**src/rtl/sml_pkg.sv**
```systemverilog
// rtl/sml_pkg.sv - default widths and shared types for the match event logger
package sml_pkg;
  localparam int TS_W_DEF    = 16;
  localparam int CNT_W_DEF   = 16;
  localparam int DEPTH_DEF   = 8;
  localparam int HOLDOFF_DEF = 4;
  localparam int PTR_W       = $clog2(DEPTH_DEF);

  typedef logic [TS_W_DEF-1:0] ts_t;
endpackage

```
**src/rtl/sml_ts_fifo.sv**
```systemverilog
// rtl/sml_ts_fifo.sv - synchronous first-word-fall-through FIFO with level counter
// The head is held in its own register so dout keeps its last value once the FIFO drains.
module sml_ts_fifo
  import sml_pkg::*;
#(
  parameter int W     = TS_W_DEF,
  parameter int DEPTH = DEPTH_DEF,
  localparam int AW   = $clog2(DEPTH)
) (
  input  logic          clk,
  input  logic          rst_n,
  input  logic          clr,
  input  logic          push,
  input  logic [W-1:0]  din,
  input  logic          pop,
  output logic [W-1:0]  dout,
  output logic          full,
  output logic          empty,
  output logic [AW:0]   level
);
  logic [W-1:0]  mem_q [DEPTH];
  logic [AW-1:0] wr_ptr_q, rd_ptr_q, rd_nxt;
  logic [AW:0]   level_q;
  logic [W-1:0]  head_q;
  logic          do_push, do_pop;

  assign empty   = (level_q == '0);
  assign full    = (level_q == (AW+1)'(DEPTH));
  assign do_pop  = pop & ~empty;
  assign do_push = push & (~full | do_pop);
  assign rd_nxt  = rd_ptr_q + AW'(1);
  assign dout    = head_q;
  assign level   = level_q;

  always_ff @(posedge clk) begin
    if (do_push && !clr) mem_q[wr_ptr_q] <= din;
  end

  always_ff @(posedge clk or negedge rst_n) begin
    if (!rst_n) begin
      wr_ptr_q <= '0;
      rd_ptr_q <= '0;
      level_q  <= '0;
      head_q   <= '0;
    end else if (clr) begin
      wr_ptr_q <= '0;
      rd_ptr_q <= '0;
      level_q  <= '0;
    end else begin
      if (do_push) wr_ptr_q <= wr_ptr_q + AW'(1);
      if (do_pop)  rd_ptr_q <= rd_nxt;
      case ({do_push, do_pop})
        2'b10:   level_q <= level_q + (AW+1)'(1);
        2'b01:   level_q <= level_q - (AW+1)'(1);
        default: level_q <= level_q;
      endcase
      // Head source: the next stored entry if one remains, otherwise the incoming word.
      if (do_pop && level_q > (AW+1)'(1))
        head_q <= mem_q[rd_nxt];
      else if (do_push && (empty || do_pop))
        head_q <= din;
    end
  end
endmodule

```
**src/rtl/seq_match_event_logger.sv**
```systemverilog
// rtl/seq_match_event_logger.sv - counts detector matches and queues their timestamps
// Optional post-event ignore window enabled by defining SML_HOLDOFF_EN.
module seq_match_event_logger
  import sml_pkg::*;
#(
  parameter int TS_W    = TS_W_DEF,
  parameter int CNT_W   = CNT_W_DEF,
  parameter int DEPTH   = DEPTH_DEF,
  parameter int HOLDOFF = HOLDOFF_DEF,
  localparam int LVL_W  = $clog2(DEPTH) + 1
) (
  input  logic             clk,
  input  logic             rst_n,
  input  logic             detected_in,
  input  logic             enable,
  input  logic             clr,
  output logic             out_valid,
  output logic [TS_W-1:0]  out_ts,
  input  logic             out_ready,
  output logic [CNT_W-1:0] evt_count,
  output logic [LVL_W-1:0] fifo_level,
  output logic             overflow
);
  logic [TS_W-1:0]  ts_q;
  logic [CNT_W-1:0] evt_count_q, evt_count_d;
  logic             overflow_q, overflow_d;
  logic             hold_idle, accept, full, empty;

  assign accept = detected_in & enable & ~clr & hold_idle;

`ifdef SML_HOLDOFF_EN
  localparam int HO_W = $clog2(HOLDOFF + 1);
  logic [HO_W-1:0] hold_q, hold_d;

  assign hold_idle = (hold_q == '0);

  always_comb begin
    hold_d = hold_q;
    if (clr)             hold_d = '0;
    else if (accept)     hold_d = HO_W'(HOLDOFF);
    else if (!hold_idle) hold_d = hold_q - HO_W'(1);
  end

  always_ff @(posedge clk or negedge rst_n) begin
    if (!rst_n) hold_q <= '0;
    else        hold_q <= hold_d;
  end
`else
  logic unused_holdoff;
  assign unused_holdoff = ^HOLDOFF;
  assign hold_idle      = 1'b1;
`endif

  always_comb begin
    evt_count_d = evt_count_q;
    overflow_d  = overflow_q;
    if (clr) begin
      evt_count_d = '0;
      overflow_d  = 1'b0;
    end else if (accept) begin
      if (evt_count_q != '1) evt_count_d = evt_count_q + CNT_W'(1);
      // Full is only relieved by a same-cycle pop; full implies out_valid.
      if (full && !out_ready) overflow_d = 1'b1;
    end
  end

  always_ff @(posedge clk or negedge rst_n) begin
    if (!rst_n) begin
      ts_q        <= '0;
      evt_count_q <= '0;
      overflow_q  <= 1'b0;
    end else begin
      ts_q        <= ts_q + TS_W'(1);
      evt_count_q <= evt_count_d;
      overflow_q  <= overflow_d;
    end
  end

  sml_ts_fifo #(.W(TS_W), .DEPTH(DEPTH)) u_fifo (
    .clk   (clk),
    .rst_n (rst_n),
    .clr   (clr),
    .push  (accept),
    .din   (ts_q),
    .pop   (out_ready),
    .dout  (out_ts),
    .full  (full),
    .empty (empty),
    .level (fifo_level)
  );

  assign out_valid = ~empty;
  assign evt_count = evt_count_q;
  assign overflow  = overflow_q;
endmodule
```
**config.mk**
```make
export PLATFORM = sky130hd
export DESIGN_NAME = seq_match_event_logger
export DESIGN_NICKNAME = d
export VERILOG_FILES = /design/src/rtl/sml_pkg.sv /design/src/rtl/sml_ts_fifo.sv /design/src/rtl/seq_match_event_logger.sv
export SDC_FILE = /design/constraint.sdc
export NUM_CORES = 1
export LEC_CHECK = 0
export CAP_MARGIN = 40
export CORE_UTILIZATION = 62
export CTS_BUF_LIST = sky130_fd_sc_hd__clkbuf_4
export CTS_CLUSTER_DIAMETER = 150
export DETAILED_ROUTE_END_ITERATION = 16
export GPL_TIMING_DRIVEN = 0
export PLACE_DENSITY = 0.83
export SKIP_CTS_REPAIR_TIMING = 1
export SLEW_MARGIN = 10
export SYNTH_ARGS = -nofsm -noshare
export SYNTH_HDL_FRONTEND = slang
export SYNTH_SLANG_ARGS = --single-unit
```
**constraint.sdc**
```tcl
create_clock -name clk -period 3.7 [get_ports clk]
set_input_delay 0.925 -clock clk [delete_from_list [all_inputs] [get_ports clk]]
set_output_delay 0.925 -clock clk [all_outputs]
set_load 0.1 [all_outputs]
```
==> flow_summary.json <==
{
  "period_needed_ps": 3490,
  "reg2reg_depth": 7,
  "hold_violations": 0,
  "fin_skew_ps": 29.2,
  "antenna_cells": 0,
  "use_met1": 0.387,
  "fin_crit_sh": 0.942,
  "slew_violations": 0,
  "end_kind": "output port",
  "fin_cells": 865,
  "nets": 694,
  "r2r_start": "u_fifo.level[0]$_DFFE_PN0P_",
  "core_area_um2": 12600,
  "syn_inst": 572,
  "critPathLaunchType": "register",
  "detailed_place_hpwl_um": 12600,
  "p_sw_mw": 2.55,
  "cts_made_buffers": 17,
  "synth-edff-count": 128,
  "antenna_found_initial": 0,
  "path_max_fanout": 6,
  "netlist_area_um2": 8000,
  "rsz0062_at_grt": "no",
  "globalRouteMet3Util": 0.0586,
  "port_buffers": 42,
  "grt_pass1_vias": 5403,
  "fmaxAchievable_ghz": 0.287,
  "cts_num_sinks": 187,
  "outcome": "finished clean",
  "max_cap_viol_count": 0,
  "slew_headroom": 0.379,
  "regToRegEndpoint": "u_fifo.mem_q[1][9]$_DFFE_PP_",
  "synth_ff_type": "edfxtp_1",
  "clk_latency_ps": 560,
  "placed_cells": 832,
  "grt_max_degree": 60,
  "nFillCells": 767,
  "die_h_um": 116,
  "syn_to_final_growth_pct": 19.8,
  "synth_top_cell_by_area": "edfxtp_1",
  "rows": 41,
  "crit_required_ps": 2770,
  "power_frac_seq": 0.389,
  "postRouteAntennaNets": 0,
  "vdd_drop_max_v": 0.000951,
  "grt_use_met2": 0.505,
  "netSwitchingFraction": 0.405,
  "p_clk_frac": 0.158,
  "final_util": 0.759,
  "synth_nets": 586,
  "hold_class": "in2async",
  "power_density_nw_per_um2": 657,
  "first_pass_iters": 6,
  "ctsRootBufferMaster": "clkbuf_4",
  "drtIter0Drc": 607,
  "routed_wl_um": 18800,
  "grt_busiest_layer": "met2",
  "ys_seq_area_frac": 0.665,
  "p_comb_frac": 0.454,
  "setup_viol": 0,
  "ys_types": 48,
  "static-leakage-power_nw": 3.32,
  "globalplace.congestion": 0.876,
  "grt_pass1_wl_um": 29100,
  "drive_gt1_frac": 0.175,
  "ys_warn_count": 0,
  "fp.dieArea_um2": 13400,
  "reg2reg_slack_ps": 730,
  "via_per_inst": 6.44,
  "worstMarginPinSlew_ps": 930,
  "async_flop_share": 0.316,
  "synth.area.top_cells": "edfxtp_1, dfrtp_1, mux2i_1, nand3_1, o221a_2",
  "overflow": 0,
  "cts_tree": "done",
  "chipWidth_um": 116,
  "drc": 0,
  "htreeDepth": 4,
  "cp.arrival_ps": 2560,
  "boundaryPins": 44,
  "synth_top_area_frac": 0.481,
  "clock_path_buffers": 2,
  "synth_area_per_cell_um2": 14.0,
  "ys_ff_latch": 187,
  "wl_per_cell_um": 21.8,
  "num_vias": 5570,
  "track_usage": 0.301,
  "clkTransAtPathRegs_ps": 130,
  "start_util": 0.634,
  "intPower_mw": 3.75,
  "crit_type": "reg2out"
}
[worst max-delay path, cell delays in order, from the launching register on]
cell	delay [ps]
dfrtp_1	460
inv_1	140
ha_1	220
nor3b_2	310
inv_1	180
clkdlybuf4s50_1	500
buf_8	190
[cells in the mapped netlist (7+ instances only)]
cell and count:
o221a_2 16, a41o_1 16, a21oi_1 14, nor2_1 22, inv_1 13, buf_2 10
edfxtp_1 128, nand3_1 79, xor2_1 9, mux2i_1 65, nor3_1 10, or4_1 11
nand2_1 18, xnor2_1 11, dfrtp_1 59, clkbuf_1 21, ha_1 8, o31ai_1 7
[per-stage QoR]
| step | worst slack, ps | setup TNS [ps] | hold WS (ps) | instance area, µm² | power, mW |
|---|---|---|---|---|---|
| finish | 215 | 0 | 439 | 9580 | 6.30 |
| global route | 88.1 | 0 | 484 | 9580 | 6.48 |
| CTS | 209 | 0 | 444 | 9570 | 6.27 |
| detailed placement | -201 | -2940 | 545 | 9330 | 5.31 |
| global placement | -1110 | -98790 | 490 | 8630 | 4.86 |
| floorplan | 69.0 | 0 | 487 | 8000 | 4.29 |
[cell usage in the layout, fill, tap and decap left out, types with 7 or more instances in the layout]
| master | n |
|---|---|
| edfxtp_1 | 128 |
| nand3_1 | 79 |
| mux2i_1 | 65 |
| dfrtp_1 | 59 |
| buf_8 | 42 |
| clkdlybuf4s50_1 | 41 |
| clkbuf_4 | 22 |
| clkbuf_1 | 21 |
| nand2_1 | 18 |
| nor2_1 | 16 |
| a41o_1 | 16 |
| o221a_2 | 16 |
| a21oi_1 | 14 |
| inv_1 | 13 |
| xnor2_1 | 11 |
| or4_1 | 11 |
| buf_2 | 10 |
| xor2_1 | 9 |
| nor3_1 | 8 |
| ha_1 | 8 |
| o31ai_1 | 7 |
[flip-flops by register name, summed over array words and instances, names as in the netlist]
register and cells:
overflow 1, u_fifo.wr_ptr_q 3, evt_count 16, u_fifo.level 4, u_fifo.dout 16, u_fifo.rd_ptr_q 3
ts_q 16, u_fifo.mem_q 128
[power groups by stage]
stage               clock network [mW]  logic [mW]  registers [mW]
global route                      1.05        2.96            2.46
global placement                     0        2.38            2.48
detailed placement                   0        2.82            2.49
CTS                              0.986        2.84            2.44
finish                           0.992        2.86            2.45
floorplan                            0        1.07            3.23
[worst max path at each step]
stage	from	endpoint	slack, ps	cells after the start
after detailed placement	out_ready	u_fifo.mem_q[1][1]$_DFFE_PP_	-200	7
after floorplan	u_fifo.level[0]$_DFFE_PN0P_	u_fifo.mem_q[1][0]$_DFFE_PP_	70	6
after global placement	out_ready	u_fifo.mem_q[1][15]$_DFFE_PP_	-1110	6
after CTS	u_fifo.level[0]$_DFFE_PN0P_	out_valid	210	6
final	u_fifo.level[1]$_DFFE_PN0P_	out_valid	210	6
after global routing	u_fifo.level[1]$_DFFE_PN0P_	out_valid	90	6
[area by class of cell]
| type | instances | area, µm² | area share |
|---|---|---|---|
| Sequential cell | 187 | 5320 | 0.555 |
| Multi-Input combinational cell | 339 | 2510 | 0.262 |
| Timing Repair Buffer | 89 | 1100 | 0.115 |
| Tap cell | 172 | 215 | 0.0225 |
| Clock buffer | 22 | 165 | 0.0172 |
| Buffer | 33 | 140 | 0.0146 |
| Clock inverter | 10 | 76.3 | 0.00797 |
| Inverter | 13 | 48.8 | 0.00509 |
[logic make-up (layout without fill, tap and decap cells)]
kind of cell,Yosys count,in the layout,synth area share
flops,187,187,0.665
simple gates,170,170,0.112
compound gates,71,71,0.0751
mux,69,69,0.0870
buf+inv,46,167,0.0236
xor+xnor,21,21,0.0247
fa+ha+maj,8,8,0.0125
[routing by layer]
layer | vias up | share of wire
met2 | 324 | 0.51
met4 | 0 | 0.025
met3 | 52 | 0.080
met1 | 2760 | 0.38
li1 | 2434 | -
met5 | - | 0
Power figures use the tool's default switching activity.
